### src/rtl/uart_tx.sv
// UART transmitter: start bit, DATA_BITS data bits LSB first, optional parity, STOP_BITS stop bits.
// Define UART_TX_PARITY_EN to compile in the parity bit (sense chosen by PARITY_ODD).
module uart_tx #(
  parameter int DATA_BITS  = 8,
  parameter int STOP_BITS  = 1,
  parameter bit PARITY_ODD = 1'b0
) (
  input  logic                 clk,
  input  logic                 rst,
  input  logic                 baud_tick,
  input  logic [DATA_BITS-1:0] tx_data,
  input  logic                 tx_valid,
  output logic                 tx_ready,
  output logic                 tx,
  output logic                 tx_busy,
  output logic                 tx_done
);

  localparam int              CW        = $clog2(DATA_BITS);
  localparam logic [CW-1:0]   LAST_BIT  = CW'(DATA_BITS - 1);
  localparam logic            LAST_STOP = 1'(STOP_BITS - 1);

`ifdef UART_TX_PARITY_EN
  typedef enum logic [2:0] {IDLE, SYNC, START, DATA, PARITY, STOP} state_t;
`else
  typedef enum logic [2:0] {IDLE, SYNC, START, DATA, STOP} state_t;
`endif

  state_t                state, state_nx;
  logic [DATA_BITS-1:0]  shift, shift_nx;
  logic [CW-1:0]         bit_cnt, bit_cnt_nx;
  logic                  stop_cnt, stop_cnt_nx;
  logic                  tx_nx, done_nx;
`ifdef UART_TX_PARITY_EN
  logic                  parity, parity_nx;
`endif

  always_comb begin
    state_nx    = state;
    shift_nx    = shift;
    bit_cnt_nx  = bit_cnt;
    stop_cnt_nx = stop_cnt;
    done_nx     = 1'b0;
`ifdef UART_TX_PARITY_EN
    parity_nx   = parity;
`endif
    case (state)
      IDLE: begin
        if (tx_valid && tx_ready) begin
          shift_nx  = tx_data;
`ifdef UART_TX_PARITY_EN
          parity_nx = (^tx_data) ^ PARITY_ODD;
`endif
          state_nx  = SYNC;
        end
      end
      // SYNC aligns the frame to the tick grid so the start bit gets a full period
      SYNC:  if (baud_tick) state_nx = START;
      START: if (baud_tick) state_nx = DATA;
      DATA: begin
        if (baud_tick) begin
          shift_nx = {1'b0, shift[DATA_BITS-1:1]};
          if (bit_cnt == LAST_BIT) begin
            bit_cnt_nx = '0;
`ifdef UART_TX_PARITY_EN
            state_nx   = PARITY;
`else
            state_nx   = STOP;
`endif
          end else begin
            bit_cnt_nx = bit_cnt + CW'(1);
          end
        end
      end
`ifdef UART_TX_PARITY_EN
      PARITY: if (baud_tick) state_nx = STOP;
`endif
      STOP: begin
        if (baud_tick) begin
          if (stop_cnt == LAST_STOP) begin
            stop_cnt_nx = 1'b0;
            state_nx    = IDLE;
            done_nx     = 1'b1;
          end else begin
            stop_cnt_nx = 1'b1;
          end
        end
      end
      default: state_nx = IDLE;
    endcase

    // line level is decided from the upcoming state so tx itself is a flop
    tx_nx = 1'b1;
    case (state_nx)
      START:  tx_nx = 1'b0;
      DATA:   tx_nx = shift_nx[0];
`ifdef UART_TX_PARITY_EN
      PARITY: tx_nx = parity_nx;
`endif
      default: tx_nx = 1'b1;
    endcase
  end

  always_ff @(posedge clk or posedge rst) begin
    if (rst) begin
      state    <= IDLE;
      shift    <= '0;
      bit_cnt  <= '0;
      stop_cnt <= 1'b0;
      tx       <= 1'b1;
      tx_ready <= 1'b1;
      tx_busy  <= 1'b0;
      tx_done  <= 1'b0;
    end else begin
      state    <= state_nx;
      shift    <= shift_nx;
      bit_cnt  <= bit_cnt_nx;
      stop_cnt <= stop_cnt_nx;
      tx       <= tx_nx;
      tx_ready <= (state_nx == IDLE);
      tx_busy  <= (state_nx != IDLE);
      tx_done  <= done_nx;
    end
  end

`ifdef UART_TX_PARITY_EN
  always_ff @(posedge clk or posedge rst) begin
    if (rst) parity <= 1'b0;
    else     parity <= parity_nx;
  end
`endif

endmodule

### config.mk
export PLATFORM = sky130hd
export DESIGN_NAME = uart_tx
export DESIGN_NICKNAME = d
export VERILOG_FILES = /design/src/rtl/uart_tx.sv
export SDC_FILE = /design/constraint.sdc
export NUM_CORES = 1
export LEC_CHECK = 0
export BUFFER_PORTS_ARGS = -buffer_cell sky130_fd_sc_hd__buf_2
export CAP_MARGIN = 10
export CORE_MARGIN = 4
export CORE_UTILIZATION = 40
export CTS_BUF_LIST = sky130_fd_sc_hd__clkbuf_4
export DETAILED_ROUTE_END_ITERATION = 7
export SLEW_MARGIN = 0
export SYNTH_ARGS = -nofsm -noshare
export SYNTH_HDL_FRONTEND = slang
export SYNTH_SLANG_ARGS = --single-unit
### constraint.sdc
create_clock -name clk -period 3 [get_ports clk]
set_input_delay 0.15 -clock clk [delete_from_list [all_inputs] [get_ports clk]]
set_output_delay 0.15 -clock clk [all_outputs]
set_load 0.05 [all_outputs]
==> run_results.csv, run 1 <==
group,metric,value,unit
run_status,status,"completed",
detailed_routing,drt-initial-drc-count,5,
worst_setup_path,worstSetupEndpointType,"register",
worst_setup_path,crit_required,3.24,ns
logic_synthesis,synth_nets,83,
timing,finalSetupTns,0,ns
timing,max_slew_margin,55.2,%
worst_setup_path,cp_cell_sequence,"and4b_1 > a41oi_2 > a221o_1 > a21bo_1",
detailed_routing,drc,0,
floorplanning,dieArea,2740,µm²
worst_hold_path,hold_class,"primary input to register",
worst_setup_path,cp_slowest_cell,"and4b_1",
timing,finalCritPeriodShare,59.8,%
worst_setup_path,start_kind,"register",
worst_setup_path,worst_ep_arrival_time,2.03,ns
timing,clock_skew,0.00537,ns
global_routing,grt_pass1_vias,554,
floorplanning,die_h,52.4,µm
detailed_routing,vias,555,
detailed_routing,drtPass1Iterations,4,
power_and_ir_drop,power.density,815,nW/µm²
placed_design,gp_congestion,0.777,
finish,layout_common_cells,"dfrtp_1, nand2_1, buf_2",
timing,finalSetupViolCount,0,
timing,clock.fmax,557,MHz
logic_synthesis,yosysWarnings,0,
clocking,cts_max_level,1,
floorplanning,design.core.area,1800,µm²
logic_synthesis,netlist_area,788,µm²
worst_setup_path,worst-setup-path-type,"register to register",
floorplanning,row_count,15,
placed_design,hpwl,1030,µm
power_and_ir_drop,vdd.ir_drop.worst,0.405,mV
timing,finalCriticalPeriod,1.79,ns
finish,area_growth,16.5,%
logic_synthesis,synth_cell_type_count,30,
global_routing,antenna_found_initial,0,
global_routing,grt_pass1_wl,2360,µm
finish,layout_commonest_cell,"dfrtp_1",
detailed_routing,antenna_left,0,
floorplanning,start_util,43.7,%
clocking,clock-sinks,18,
detailed_routing,wl_per_cell,12.7,µm
clocking,clk_path_buf_depth,2,
logic_synthesis,syn_area_per_cell,11.4,µm²
finish,drive_gt1_share,28.7,%
timing,hold_ws,0.0549,ns
logic_synthesis,seq_area_frac_synth,57.5,%
finish,final_util,51.0,%
detailed_routing,routed_via_density,4.96,
clocking,postCtsSetupBuffers,0,
worst_setup_path,cp_max_fo,12,
worst_setup_path,max_stage_delay,0.57,ns
run,max_cap_violations,0,
power_and_ir_drop,p_leak,0.000456,µW
timing,rsz0062_at_grt,"no",
clocking,clkTransAtPathRegs,0.10,ns
finish,final_nets,102,
clocking,cts_tree,"done",
timing,drv_slew,0,
global_routing,grt_use_total,12.2,%
logic_synthesis,postSynthCellCount,69,
timing,worstMarginPinSlew,0.671,ns
floorplanning,ios,16,
finish,diodes,0,
logic_synthesis,ys_seq_elements,18,
global_routing,grt-ovfl-total,0,
clocking,cts_buffers,3,
timing,hold_viol,0,
detailed_routing,routed_wl,1430,µm
global_routing,grt_max_degree,19,
placed_design,io_buffers,15,
clocking,root_buffer,"clkbuf_4",
clocking,clock_latency,0.30,ns
floorplanning,die_w,52.4,µm
-- critical path: cells and delay by family (launching register included) --
| kind | cells | cell delay, ns |
|---|---|---|
| compound gates | 3 | 0.72 |
| simple gates | 1 | 0.57 |
| flops | 1 | 0.44 |
-- power by group --
| part | switching [µW] | internal [µW] | leakage (µW) | total, µW |
|---|---|---|---|---|
| Combinational | 150 | 92.0 | 0.000212 | 242 |
| Sequential | 50.1 | 321 | 0.000225 | 371 |
| Clock | 74.7 | 60.9 | 0.0000184 | 136 |
| Total | 275 | 474 | 0.000456 | 749 |
-- kinds of logic after synthesis --
kind of cell | share of synthesized area, %
and+or+nand+nor | 17.1
adders and majority gates | 3.17
buffers and inverters | 3.01
DFF | 57.5
muxes | 4.29
AOI/OAI and AO/OA | 14.9
-- layout make-up --
type / instances / area (µm²)
flip-flops and latches: 18 / 453
fillers: 176 / 883
clock buffers: 4 / 30.0
multi-input cells: 47 / 312
well taps: 25 / 31.3
inverters: 2 / 7.51
repair buffers: 16 / 85.1
-- Yosys cell counts, drive strengths merged --
master,count,share of area (%)
a211oi,1,0.95
a21bo,1,1.3
a21oi,1,0.63
a221o,1,1.3
a22oi,6,5.7
a31oi,1,0.79
a41oi,1,2.1
and2,1,0.79
and3,2,1.6
and4,1,1.4
and4b,1,1.3
buf,2,2.1
dfrtp,16,51
dfstp,2,6.7
ha,2,3.2
inv,2,0.95
mux2,3,4.3
nand2,15,7.1
nand2b,1,0.79
nand3,1,0.63
nor2,2,1.3
nor2b,1,0.79
nor3,1,0.63
o21ai,2,1.3
o21bai,1,0.95
or3,1,0.79
-- stage by stage --
step / worst slack (ns) / cells / area (µm²) / total power [µW]
finish: 1.21 / 112 / 918 / 749
global route: 1.11 / 112 / 918 / 804
CTS: 1.21 / 112 / 918 / 755
detailed placement: 1.24 / 107 / 878 / 619
global placement: 1.27 / 107 / 878 / 614
floorplan: 1.43 / 69 / 788 / 558
-- what timing repair did --
action	4_1_cts	5_1_grt
hold buffers	1	0
gates resized for setup	0	0
endpoints found under the hold margin	16	0
-- final timing paths --
check | start | to | slack [ns] | cells past startpoint
hold reg to reg | shift[5]$_DFFE_PP0P_ | shift[5]$_DFFE_PP0P_ | 0.49 | 2
max in group asynchronous | rst | tx_busy$_DFF_PP0_ | 2.09 | 3
min in group asynchronous | rst | shift[4]$_DFFE_PP0P_ | 0.48 | 3
hold / removal | tx_data[4] | shift[4]$_DFFE_PP0P_ | 0.05 | 3
setup reg to reg | state[2]$_DFF_PP0_ | tx$_DFF_PP1_ | 1.21 | 4
setup / recovery | state[2]$_DFF_PP0_ | tx$_DFF_PP1_ | 1.21 | 4
-- registers in the layout, summed over array words and instances (netlist names) --
name,cells
bit_cnt,3
shift,8
state,3
tx,1
tx_busy,1
tx_done,1
tx_ready,1
-- routing by layer --
layer	vias to the layer above	track usage, %	share of wire, %
met5	-	0	0
met4	0	4.68	1.6
met3	4	6.84	6.8
met2	16	16.9	44
met1	252	15.5	48
li1	283	-	-
Note: power is estimated with default switching activity, not from simulation.
==> run 2: changes to the inputs <==
clock period = 1.5 ns   (was 3 ns; I/O delays follow)
==> run 2 against run 1 <==
Clock-buffer cell count down 1. The flow now finishes with violations (setup timing). Total power up 130%. Combinational power rose to 2.9 times the previous value. Clock power up 76%. Critical path depth up 2. Highest routed layer unchanged. Largest cell class unchanged. Critical path type unchanged. Cell count up 13%. Global-route usage up 2.4 points. Worst hold slack better by 0.0040 ns. Register-to-register slack worse by 1.2 ns. Critical endpoint is now tx_busy$_DFF_PP0_. Core utilization up 10 points.
==> run_results.csv, run 2 (synthesis results as in run 1) <==
group,metric,value,unit
worst_hold_path,hold_class,"primary input to register",
worst_setup_path,crit_cells,6,
global_routing,antenna_found_initial,0,
timing,rsz0062_at_grt,"yes",
worst_setup_path,regToRegSetupSlack,-0.003,ns
floorplanning,row_count,15,
power_and_ir_drop,p_leak,0.000530,µW
global_routing,grt_max_degree,19,
timing,finalCritPeriodShare,100,%
floorplanning,die_h,52.4,µm
finish,final_nets,118,
worst_setup_path,r2r_cells,6,
timing,max_slew_margin,54.9,%
finish,final_util,61.5,%
worst_setup_path,worst_ep_arrival_time,1.68,ns
worst_setup_path,max_stage_delay,0.39,ns
finish,largest_reg_flops,8,
detailed_routing,routed_wl,1660,µm
finish,regMostFlops,"shift",
clocking,cts_buffers,3,
floorplanning,ios,16,
floorplanning,dieArea,2740,µm²
timing,hold_viol,0,
finish,area_growth,40.5,%
worst_setup_path,cp_cell_sequence,"ha_2 > ha_4 > and3_4 > nand3_2 > o21ai_1 > or3_1",
clocking,cts_tree,"done",
timing,drv_slew,0,
worst_setup_path,worstSetupEndpointType,"register",
timing,hold_ws,0.0589,ns
worst_setup_path,reg2reg_from,"bit_cnt[1]$_DFFE_PP0P_",
finish,layout_commonest_cell,"dfrtp_1",
worst_setup_path,cp_top_family,"simple AND/OR/NAND/NOR gates",
clocking,clock-sinks,18,
timing,setup_ws,-0.00267,ns
timing,finalSetupTns,-0.00267,ns
finish,diodes,0,
detailed_routing,drt-initial-drc-count,10,
placed_design,hpwl,1080,µm
global_routing,grt_pass1_wl,2900,µm
clocking,cts_max_level,1,
detailed_routing,antenna_left,0,
worst_setup_path,cp_max_fo,3,
timing,clock_skew,0.00748,ns
finish,drive_gt1_share,40.2,%
timing,finalCriticalPeriod,1.50,ns
detailed_routing,routed_via_density,5.15,
detailed_routing,wl_per_cell,13.1,µm
detailed_routing,drtPass1Iterations,4,
worst_setup_path,cp_slowest_cell,"dfrtp_1",
global_routing,grt_use_total,14.6,%
placed_design,gp_congestion,0.759,
floorplanning,design.core.area,1800,µm²
worst_setup_path,crit_required,1.67,ns
timing,clock.fmax,665,MHz
clocking,clk_path_buf_depth,2,
timing,finalSetupViolCount,1,
worst_setup_path,crit_buf_inv,0,
clocking,clock_latency,0.30,ns
finish,layout_common_cells,"dfrtp_1, nand2_1, buf_2",
finish,largest_registers,"shift: 8 flops, bit_cnt: 3 flops, state: 3 flops",
run,max_cap_violations,0,
worst_setup_path,crit_start,"bit_cnt[1]$_DFFE_PP0P_",
clocking,root_buffer,"clkbuf_4",
power_and_ir_drop,vdd.ir_drop.worst,0.757,mV
floorplanning,die_w,52.4,µm
timing,worstMarginPinSlew,0.675,ns
global_routing,grt-ovfl-total,0,
placed_design,io_buffers,15,
worst_setup_path,r2r_end,"tx_busy$_DFF_PP0_",
power_and_ir_drop,power.density,1530,nW/µm²
floorplanning,start_util,43.7,%
worst_setup_path,endpoint,"tx_busy$_DFF_PP0_",
detailed_routing,vias,654,
global_routing,grt_pass1_vias,628,
run_status,status,"finished with violations",
finish,nFillCells,158,
placed_design,dpl_worst_slack,-0.0373,ns
clocking,clkTransAtPathRegs,0.10,ns
worst_setup_path,worst-setup-path-type,"register to register",
run_status,violations,"setup timing",
detailed_routing,drc,0,
worst_setup_path,start_kind,"register",
==> run 2: worst reg2reg max path: stages, from the launching register on <==
cell	delay [ns]
dfrtp_1	0.39
ha_2	0.20
ha_4	0.16
and3_4	0.18
nand3_2	0.07
o21ai_1	0.08
or3_1	0.31
==> run 2: worst min path at each step <==
stage,from,to,slack (ns),depth (start not counted)
6_report,tx_data[0],shift[0]$_DFF_PP0_,0.06,2
3_5_place_dp,rst,shift[1]$_DFFE_PP0P_,0.22,2
4_1_cts,tx_data[0],shift[0]$_DFF_PP0_,0.05,2
5_1_grt,tx_data[0],shift[0]$_DFF_PP0_,0.06,2
2_1_floorplan,rst,bit_cnt[0]$_DFFE_PP0P_,0.01,1
3_3_place_gp,rst,shift[1]$_DFFE_PP0P_,0.20,2
==> run 2: power breakdown <==
part / internal [µW] / total (µW) / leakage (µW) / switching [µW]
logic: 330 / 709 / 0.000291 / 379
clock network: 93.5 / 239 / 0.0000138 / 146
registers: 642 / 742 / 0.000225 / 99.8
total: 1070 / 1690 / 0.000530 / 624
==> run 2: metal layers <==
metal  up-vias  global-route usage (%)  wire length [µm]
met1       317                    20.0               752
met3         5                    2.56                74
met5         -                       0                 0
li1        313                       -                 -
met2        19                    21.3               791
met4         0                    8.94                42
==> run 2: through the flow <==
stage / power (µW) / area [µm²] / instances
after floorplan: 1150 / 815 / 69
after global placement: 1350 / 965 / 115
after detailed placement: 1360 / 965 / 115
after CTS: 1670 / 1090 / 127
after global routing: 1840 / 1110 / 127
final: 1690 / 1110 / 127
==> run 2: layout make-up <==
class                           count  area (µm²)  share of cell area (%)
Sequential cell                    18         453                    40.9
Multi-Input combinational cell     47         370                    33.4
Timing Repair Buffer               32         223                    20.1
Tap cell                           25        31.3                    2.82
Clock buffer                        3        22.5                    2.03
Inverter                            2        7.51                   0.678
==> run 2: timing repair <==
item                                   in CTS  in global routing
endpoints found under the hold margin      23                  0
gates resized for setup                     2                  4
buffers inserted                            1                  0
setup endpoints to repair                   2                  6
hold buffers                                8                  0
pin swaps                                   4                  1
